$ cat src/rtl/pads_cfg_pkg.sv
// Shared constants and types for the pad OEN configuration master.
// The reset pattern mirrors what the pad configuration slave holds out of reset.
package pads_cfg_pkg;

    localparam int NUM_PADS = 44;
    localparam int PAD_IDX_W = 6;
    localparam int TIMEOUT = 255;

    localparam logic [31:0] BASE_ADDR = 32'h3000_6000;
    localparam logic [31:0] ADR_STRIDE = 32'd4;

    localparam logic [NUM_PADS-1:0] PAD_OEN_RST = 44'hC70003FFFBD;

    typedef enum logic [2:0] {
        IDLE,
        SCAN,
        REQ,
        GAP,
        FIN
    } state_t;

endpackage

$ cat src/rtl/pads_cfg_master.sv
// Wishbone initiator that brings the slave's per-pad OEN registers in line
// with a requested vector, writing only the pads that differ unless forced.
module pads_cfg_master #(
    parameter int          NUM_PADS   = pads_cfg_pkg::NUM_PADS,
    parameter logic [31:0] BASE_ADDR  = pads_cfg_pkg::BASE_ADDR,
    parameter logic [31:0] ADR_STRIDE = pads_cfg_pkg::ADR_STRIDE,
    parameter int          TIMEOUT    = pads_cfg_pkg::TIMEOUT
) (
    input  logic                               clk,
    input  logic                               resetb,
    input  logic                               start,
    input  logic                               force_all,
    input  logic [NUM_PADS-1:0]                oen_target,
    output logic                               busy,
    output logic                               done,
    output logic                               err,
    output logic [pads_cfg_pkg::PAD_IDX_W-1:0] err_pad,
    output logic [NUM_PADS-1:0]                shadow_oen,
    output logic                               wbm_cyc_o,
    output logic                               wbm_stb_o,
    output logic                               wbm_we_o,
    output logic [3:0]                         wbm_sel_o,
    output logic [31:0]                        wbm_adr_o,
    output logic [31:0]                        wbm_dat_o,
    input  logic                               wbm_ack_i
);
    import pads_cfg_pkg::*;

    localparam int CNT_W = $clog2(TIMEOUT + 1);
    localparam logic [CNT_W-1:0] CNT_LAST = CNT_W'(TIMEOUT - 1);
    localparam logic [PAD_IDX_W-1:0] IDX_LAST = PAD_IDX_W'(NUM_PADS - 1);

    state_t               state;
    state_t               state_d;
    logic [PAD_IDX_W-1:0] idx;
    logic [CNT_W-1:0]     cnt;
    logic [NUM_PADS-1:0]  target_q;
    logic                 force_q;

    logic diff;
    logic last;
    logic expired;
    logic in_req;

    assign diff    = force_q | (target_q[idx] != shadow_oen[idx]);
    assign last    = (idx == IDX_LAST);
    assign expired = (cnt == CNT_LAST);
    assign in_req  = (state == REQ);

    always_ff @(posedge clk) begin
        if (!resetb) begin
            state <= IDLE;
        end else begin
            state <= state_d;
        end
    end

    always_comb begin
        state_d = state;
        unique case (state)
            IDLE: if (start) state_d = SCAN;
            SCAN: begin
                if (diff) begin
                    state_d = REQ;
                end else if (last) begin
                    state_d = FIN;
                end
            end
            REQ: begin
                if (wbm_ack_i) begin
                    state_d = GAP;
                end else if (expired) begin
                    state_d = FIN;
                end
            end
            // The slave's registered ack lingers one cycle past stb.
            GAP:     state_d = last ? FIN : SCAN;
            FIN:     state_d = IDLE;
            default: state_d = IDLE;
        endcase
    end

    always_ff @(posedge clk) begin
        if (!resetb) begin
            idx        <= '0;
            cnt        <= '0;
            target_q   <= '0;
            force_q    <= 1'b0;
            err        <= 1'b0;
            err_pad    <= '0;
            shadow_oen <= NUM_PADS'(PAD_OEN_RST);
        end else begin
            unique case (state)
                IDLE: begin
                    if (start) begin
                        target_q <= oen_target;
                        force_q  <= force_all;
                        idx      <= '0;
                        err      <= 1'b0;
                    end
                end
                SCAN: begin
                    cnt <= '0;
                    if (!diff && !last) idx <= idx + 1'b1;
                end
                REQ: begin
                    if (wbm_ack_i) begin
                        shadow_oen[idx] <= target_q[idx];
                    end else if (expired) begin
                        err     <= 1'b1;
                        err_pad <= idx;
                    end else begin
                        cnt <= cnt + 1'b1;
                    end
                end
                GAP: if (!last) idx <= idx + 1'b1;
                default: ;
            endcase
        end
    end

    assign busy      = (state != IDLE);
    assign done      = (state == FIN);
    assign wbm_cyc_o = in_req;
    assign wbm_stb_o = in_req;
    assign wbm_we_o  = in_req;
    assign wbm_sel_o = in_req ? 4'hF : 4'h0;
    assign wbm_adr_o = in_req ? BASE_ADDR + ADR_STRIDE * 32'(idx) : 32'h0;
    assign wbm_dat_o = in_req ? {31'b0, target_q[idx]} : 32'h0;

endmodule
$ cat config.mk
export PLATFORM = sky130hd
export DESIGN_NAME = pads_cfg_master
export DESIGN_NICKNAME = d
export VERILOG_FILES = /design/src/rtl/pads_cfg_pkg.sv /design/src/rtl/pads_cfg_master.sv
export SDC_FILE = /design/constraint.sdc
export NUM_CORES = 1
export LEC_CHECK = 0
export CORE_MARGIN = 2
export CORE_UTILIZATION = 43
export DETAILED_ROUTE_END_ITERATION = 7
export MAX_ROUTING_LAYER = met4
export PLACE_DENSITY = 0.89
export SLEW_MARGIN = 5
export SYNTH_ARGS = -nofsm -noshare
export SYNTH_HDL_FRONTEND = slang
export SYNTH_SLANG_ARGS = --single-unit
$ cat constraint.sdc
create_clock -name clk -period 2.6 [get_ports clk]
set_input_delay 0.52 -clock clk [delete_from_list [all_inputs] [get_ports clk]]
set_output_delay 0.52 -clock clk [all_outputs]
set_load 0.1 [all_outputs]
# After elaboration in Yosys (flattened, before gate mapping)
# Cells that the tools add are included.
[totals]
reg_bits = 113
output_inout_bits = 124
input_bits = 49
elab_cells = 74
[classes]
muxes = 28
n_bitwise = 2
addsub = 3
n_eq_ne = 15
n_reduce_logical = 16
order_cmp = 2
[ops]
columns = ["op", "count"]
rows = [
  ["$bwmux 44", 1],
  ["$add 30x8->31 const A", 1],
  ["$mux 31", 1],
  ["$mux 3", 6],
  ["$mux 6", 3],
  ["$pmux 6 s3", 1],
  ["$mux 8", 2],
  ["$pmux 8 s2", 1],
  ["$bmux 1 s6", 2],
  ["$ne 2x2->1 const B", 6],
  ["$pmux 3 s4", 1],
  ["$reduce_and 3->1", 3],
  ["$add 8x1->8 const B", 1],
  ["$eq 8x8->1 const B", 1],
  ["$reduce_and 4->1", 2],
  ["$lt 6x7->1 const B", 1],
  ["$mux 1", 7],
  ["$add 6x1->6 const B", 1],
  ["$demux 1 s6", 1],
  ["$eq 3x2->1 const B", 2],
  ["$eq 6x6->1 const B", 1],
  ["$ge 6x1->1 const B", 1],
  ["$ne 3x3->1 const B", 2],
  ["$reduce_bool 3->1", 2],
  ["12 further kinds", 16],
]

# Longest topological paths before layout
[depth]
ltp_word = 8
depth_mapped = 13
depth_no_buf = 9

# Least setup slack after synthesis
# OpenSTA, ideal clock, no wires.
[synth_timing]
path_type = "register -> output"
from = "reg idx[1]"
to = "out wbm_dat_o[0]"
n_path_buf = 3
required_ns = 2.080
path_stages_with_launch = 10
path_slack_ns = -0.725
t_arrival_ns = 2.805
cell_sequence = "dfxtp_1 > buf_2 > buf_4 > nor2_1 > a21oi_1 > o221a_2 > a21oi_1 > nor3_2 > clkbuf_1 > nor2_1"
[synth_via]
elab_chain_len = 3
[synth_lines]
columns = ["element", "line", "text"]
rows = [
  ["from (decl)", "pads_cfg_master.sv:35", "logic [PAD_IDX_W-1:0] idx;"],
  ["from (signal assigned)", "pads_cfg_master.sv:104", "if (!diff && !last) idx <= idx + 1'b1;"],
  ["from (signal assigned)", "pads_cfg_master.sv:116", "GAP: if (!last) idx <= idx + 1'b1;"],
  ["$bmux 1 s6", "pads_cfg_master.sv:129", "assign wbm_dat_o = in_req ? {31'b0, target_q[idx]} : 32'h0;"],
  ["$mux 1 (implied by the code)", "pads_cfg_master.sv:129", ""],
  ["$mux 1", "pads_cfg_master.sv:129", ""],
  ["to (decl)", "pads_cfg_master.sv:24", "output logic [31:0] wbm_dat_o,"],
]
# Every way passes these cells. The select of a mux whose other input is x is not followed.

# Final worst setup path
# Ends and elaborated chain as after synthesis.

==> impl_metrics.toml <==
[setup_path]
critical-path-top-delay-family = "simple AND/OR/NAND/NOR gates"
timing.rr.end = "idx[4]$_SDFFE_PN0P_"
required_ns = 2.08
crit-reg2reg-launch = "idx[0]$_SDFFE_PN0P_"
path_class = "reg2out"
crit_path_cell_trace = "buf_4 -> nand2b_1 -> o22ai_1 -> o21ai_0 -> nand4_1 -> nor3_4 -> nor2_2 -> buf_12"
slowest_stage = "dfxtp_4"
crit_start = "idx[1]$_SDFFE_PN0P_"
end_kind = "primary output"
r2r_cells = 10
path_max_fanout = 8
worst-path-buf-inv = 2
r2r_slack_ns = -0.03
start_kind = "flop"
arrival_ns = 2.14
slowest_delay_ns = 0.37

[sta]
rsz0062_at_grt = "true"
hold_ws_ns = 0.453
setup_slack_ns = -0.0571
slew_headroom_pct = 65.0
fin_skew_ns = 0.00973
setup_viol = 2
fmax_mhz = 376
worstMarginPinSlew_ns = 0.525
period_share_pct = 102
drv_slew = 0
hold_violations = 0
final.min_clock_period_ns = 2.66
tns_ns = -0.0899

[grt]
grt_pass1_vias = 5056
grt-ovfl-total = 0
grt_pass1_wl_microns = 25700
grtUsageTotal_pct = 23.4
antenna_found_initial = 0
grt_max_degree = 52

[synth]
yosysMostFrequentCell = "nand2_1"
async_flop_share_pct = 0
yosysTopAreaCell = "dfxtp_1"
yosys_warnings = 0
synth_area_per_cell_sq_um = 8.16
ys_top_cells_by_area = "dfxtp_1 39%, buf_4 8.9%, nand2_1 8.2%, a21oi_1 6.2%, mux2i_1 5.0%"
synth_common_cells = "126 x nand2_1, 113 x dfxtp_1, 71 x a21oi_1, 68 x buf_4, 45 x nor2_1"
synth_top_area_share_pct = 39.2
syn_inst = 706
synth-seq-cells = 113
synth_ff_type = "dfxtp_1"
ys_types = 55
netlist_area_sq_um = 5760
yosysSeqAreaShare_pct = 39.2
synth_edf_count = 0

[worst_hold_path]
hold_path.class = "reg2reg"
holdPathStages = 2
hold_start = "target_q[30]$_SDFFE_PN0P_"
min_to = "target_q[30]$_SDFFE_PN0P_"

[layout]
antennaDiodeCount = 0
drive_gt1_share_pct = 24.2
layout.nets = 883
final_core_util_pct = 59.6
area_growth_pct = 36.4

[power]
ir_worst_vdd_v = 0.000542
p_per_area_nw_per_um2 = 931
leakagePower_nw = 3.07

[clock_network]
cts.clk_slew.worst_paths_ns = 0.05
numCtsBuffers = 17
cts-root-buf = "clkbuf_16"
htree_levels = 4
cts_tree = "done"
clk_latency_ns = 0.42
clkSinkCount = 113
clk_path_buf_depth = 2
cts_hold_buf = 0

[run_status]
outcome = "finished, violations left"
violations = "negative setup slack"

[detailed_routing]
avgRoutedWirePerCell_microns = 16.3
viasPerCell = 5.45
first_pass_iters = 6
vias = 5557
wirelength_microns = 16600
drtIter0Drc = 574
ant_nets = 0
drcViolationCount = 0

[floorplanning]
core.rowCount = 42
die_h_microns = 120
coreArea_sq_um = 13200
die_w_microns = 120
ioPinCount = 173
design.die.area_sq_um = 14300
initial_core_util_pct = 43.7

[placement]
io_buffer_count = 119
dp_hpwl_microns = 11400
place.gp.congestion = 0.926

[job]
drv_cap = 0
cell type report:
type	count	area (sq um)
Clock buffer	22	464
Clock inverter	10	158
Fill cell	1073	5330
Inverter	8	33.8
Multi-Input combinational cell	524	3040
Sequential cell	113	2290
Tap cell	176	220
Timing Repair Buffer	167	1660
sequential cells by signal, indices dropped and copies added (netlist names):
register	count
cnt	8
err	1
err_pad	6
force_q	1
idx	6
shadow_oen	44
state	3
target_q	44
kinds of logic (layout without fill, tap and decap cells):
| group | after synthesis | after routing | synth area share (%) |
|---|---|---|---|
| fa+ha+maj | 3 | 3 | 0.651 |
| xor+xnor | 5 | 5 | 0.760 |
| buf+inv | 121 | 207 | 12.7 |
| mux | 41 | 41 | 8.36 |
| other cells | 1 | 53 | 0.0651 |
| compound gates | 171 | 171 | 18.7 |
| simple gates | 251 | 251 | 19.5 |
| flops | 113 | 113 | 39.2 |
through the flow:
step / worst slack, ns / power, W / cell area, sq um / instances
2_1_floorplan: -0.266 / 0.00409 / 6000 / 758
3_3_place_gp: 0.0884 / 0.00466 / 7080 / 979
3_5_place_dp: -0.00275 / 0.00470 / 7080 / 979
4_1_cts: -0.0666 / 0.00720 / 7750 / 1013
5_1_grt: -0.102 / 0.00758 / 7860 / 1020
6_report: -0.0571 / 0.00732 / 7860 / 1020
cells in the final DEF, fill, tap and decap left out, types with 5 or more instances in the layout:
cell / instances
nand3_1: 19
nor2_1: 40
conb_1: 53
nor2_2: 6
inv_1: 5
o311ai_0: 21
o22ai_1: 6
dfxtp_1: 99
buf_4: 94
dfxtp_2: 11
a211oi_1: 7
mux4_2: 5
a21oi_1: 70
buf_12: 21
mux2_2: 6
nand2b_1: 5
nand4_1: 7
clkdlybuf4s50_1: 48
nor3_1: 10
clkbuf_16: 17
nand2_1: 125
o21ai_0: 31
mux2i_1: 27
or3_1: 8
a311oi_1: 9
power by group:
part | internal [W] | total (W) | switching (W)
Clock | 0.00165 | 0.00246 | 0.000808
Sequential | 0.00190 | 0.00202 | 0.000123
Combinational | 0.000923 | 0.00284 | 0.00192
Total | 0.00447 | 0.00732 | 0.00285
how the worst max path moves through the flow:
stage / end / slack (ns) / cells after the start
2_1_floorplan: wbm_dat_o[0] / -0.27 / 9
3_3_place_gp: state[1]$_SDFFE_PN0P_ / 0.09 / 9
3_5_place_dp: state[1]$_SDFFE_PN0P_ / -0.003 / 10
4_1_cts: wbm_dat_o[0] / -0.07 / 8
5_1_grt: idx[4]$_SDFFE_PN0P_ / -0.10 / 10
6_report: wbm_dat_o[0] / -0.06 / 8
layer usage:
metal | global-route usage (%) | vias up | wire [microns]
li1 | - | 2614 | -
met1 | 29.0 | 2596 | 6770
met2 | 35.9 | 315 | 7990
met3 | 7.51 | 32 | 1580
met4 | 8.75 | 0 | 303
met5 | - | - | 0
repair_timing:
item | in CTS | in global routing
pin swaps | 2 | 4
endpoints found under the setup margin | 5 | 15
setup buffers | 2 | 7
gates resized for setup | 15 | 13
hold endpoints to repair | 0 | 0
tightest hold or removal path, delay by kind of cell, from the launching register on:
kind | cells | cell delay (ns)
simple gates | 1 | 0.05
flops | 1 | 0.30
compound gates | 1 | 0.05
Power figures use the tool's default switching activity.
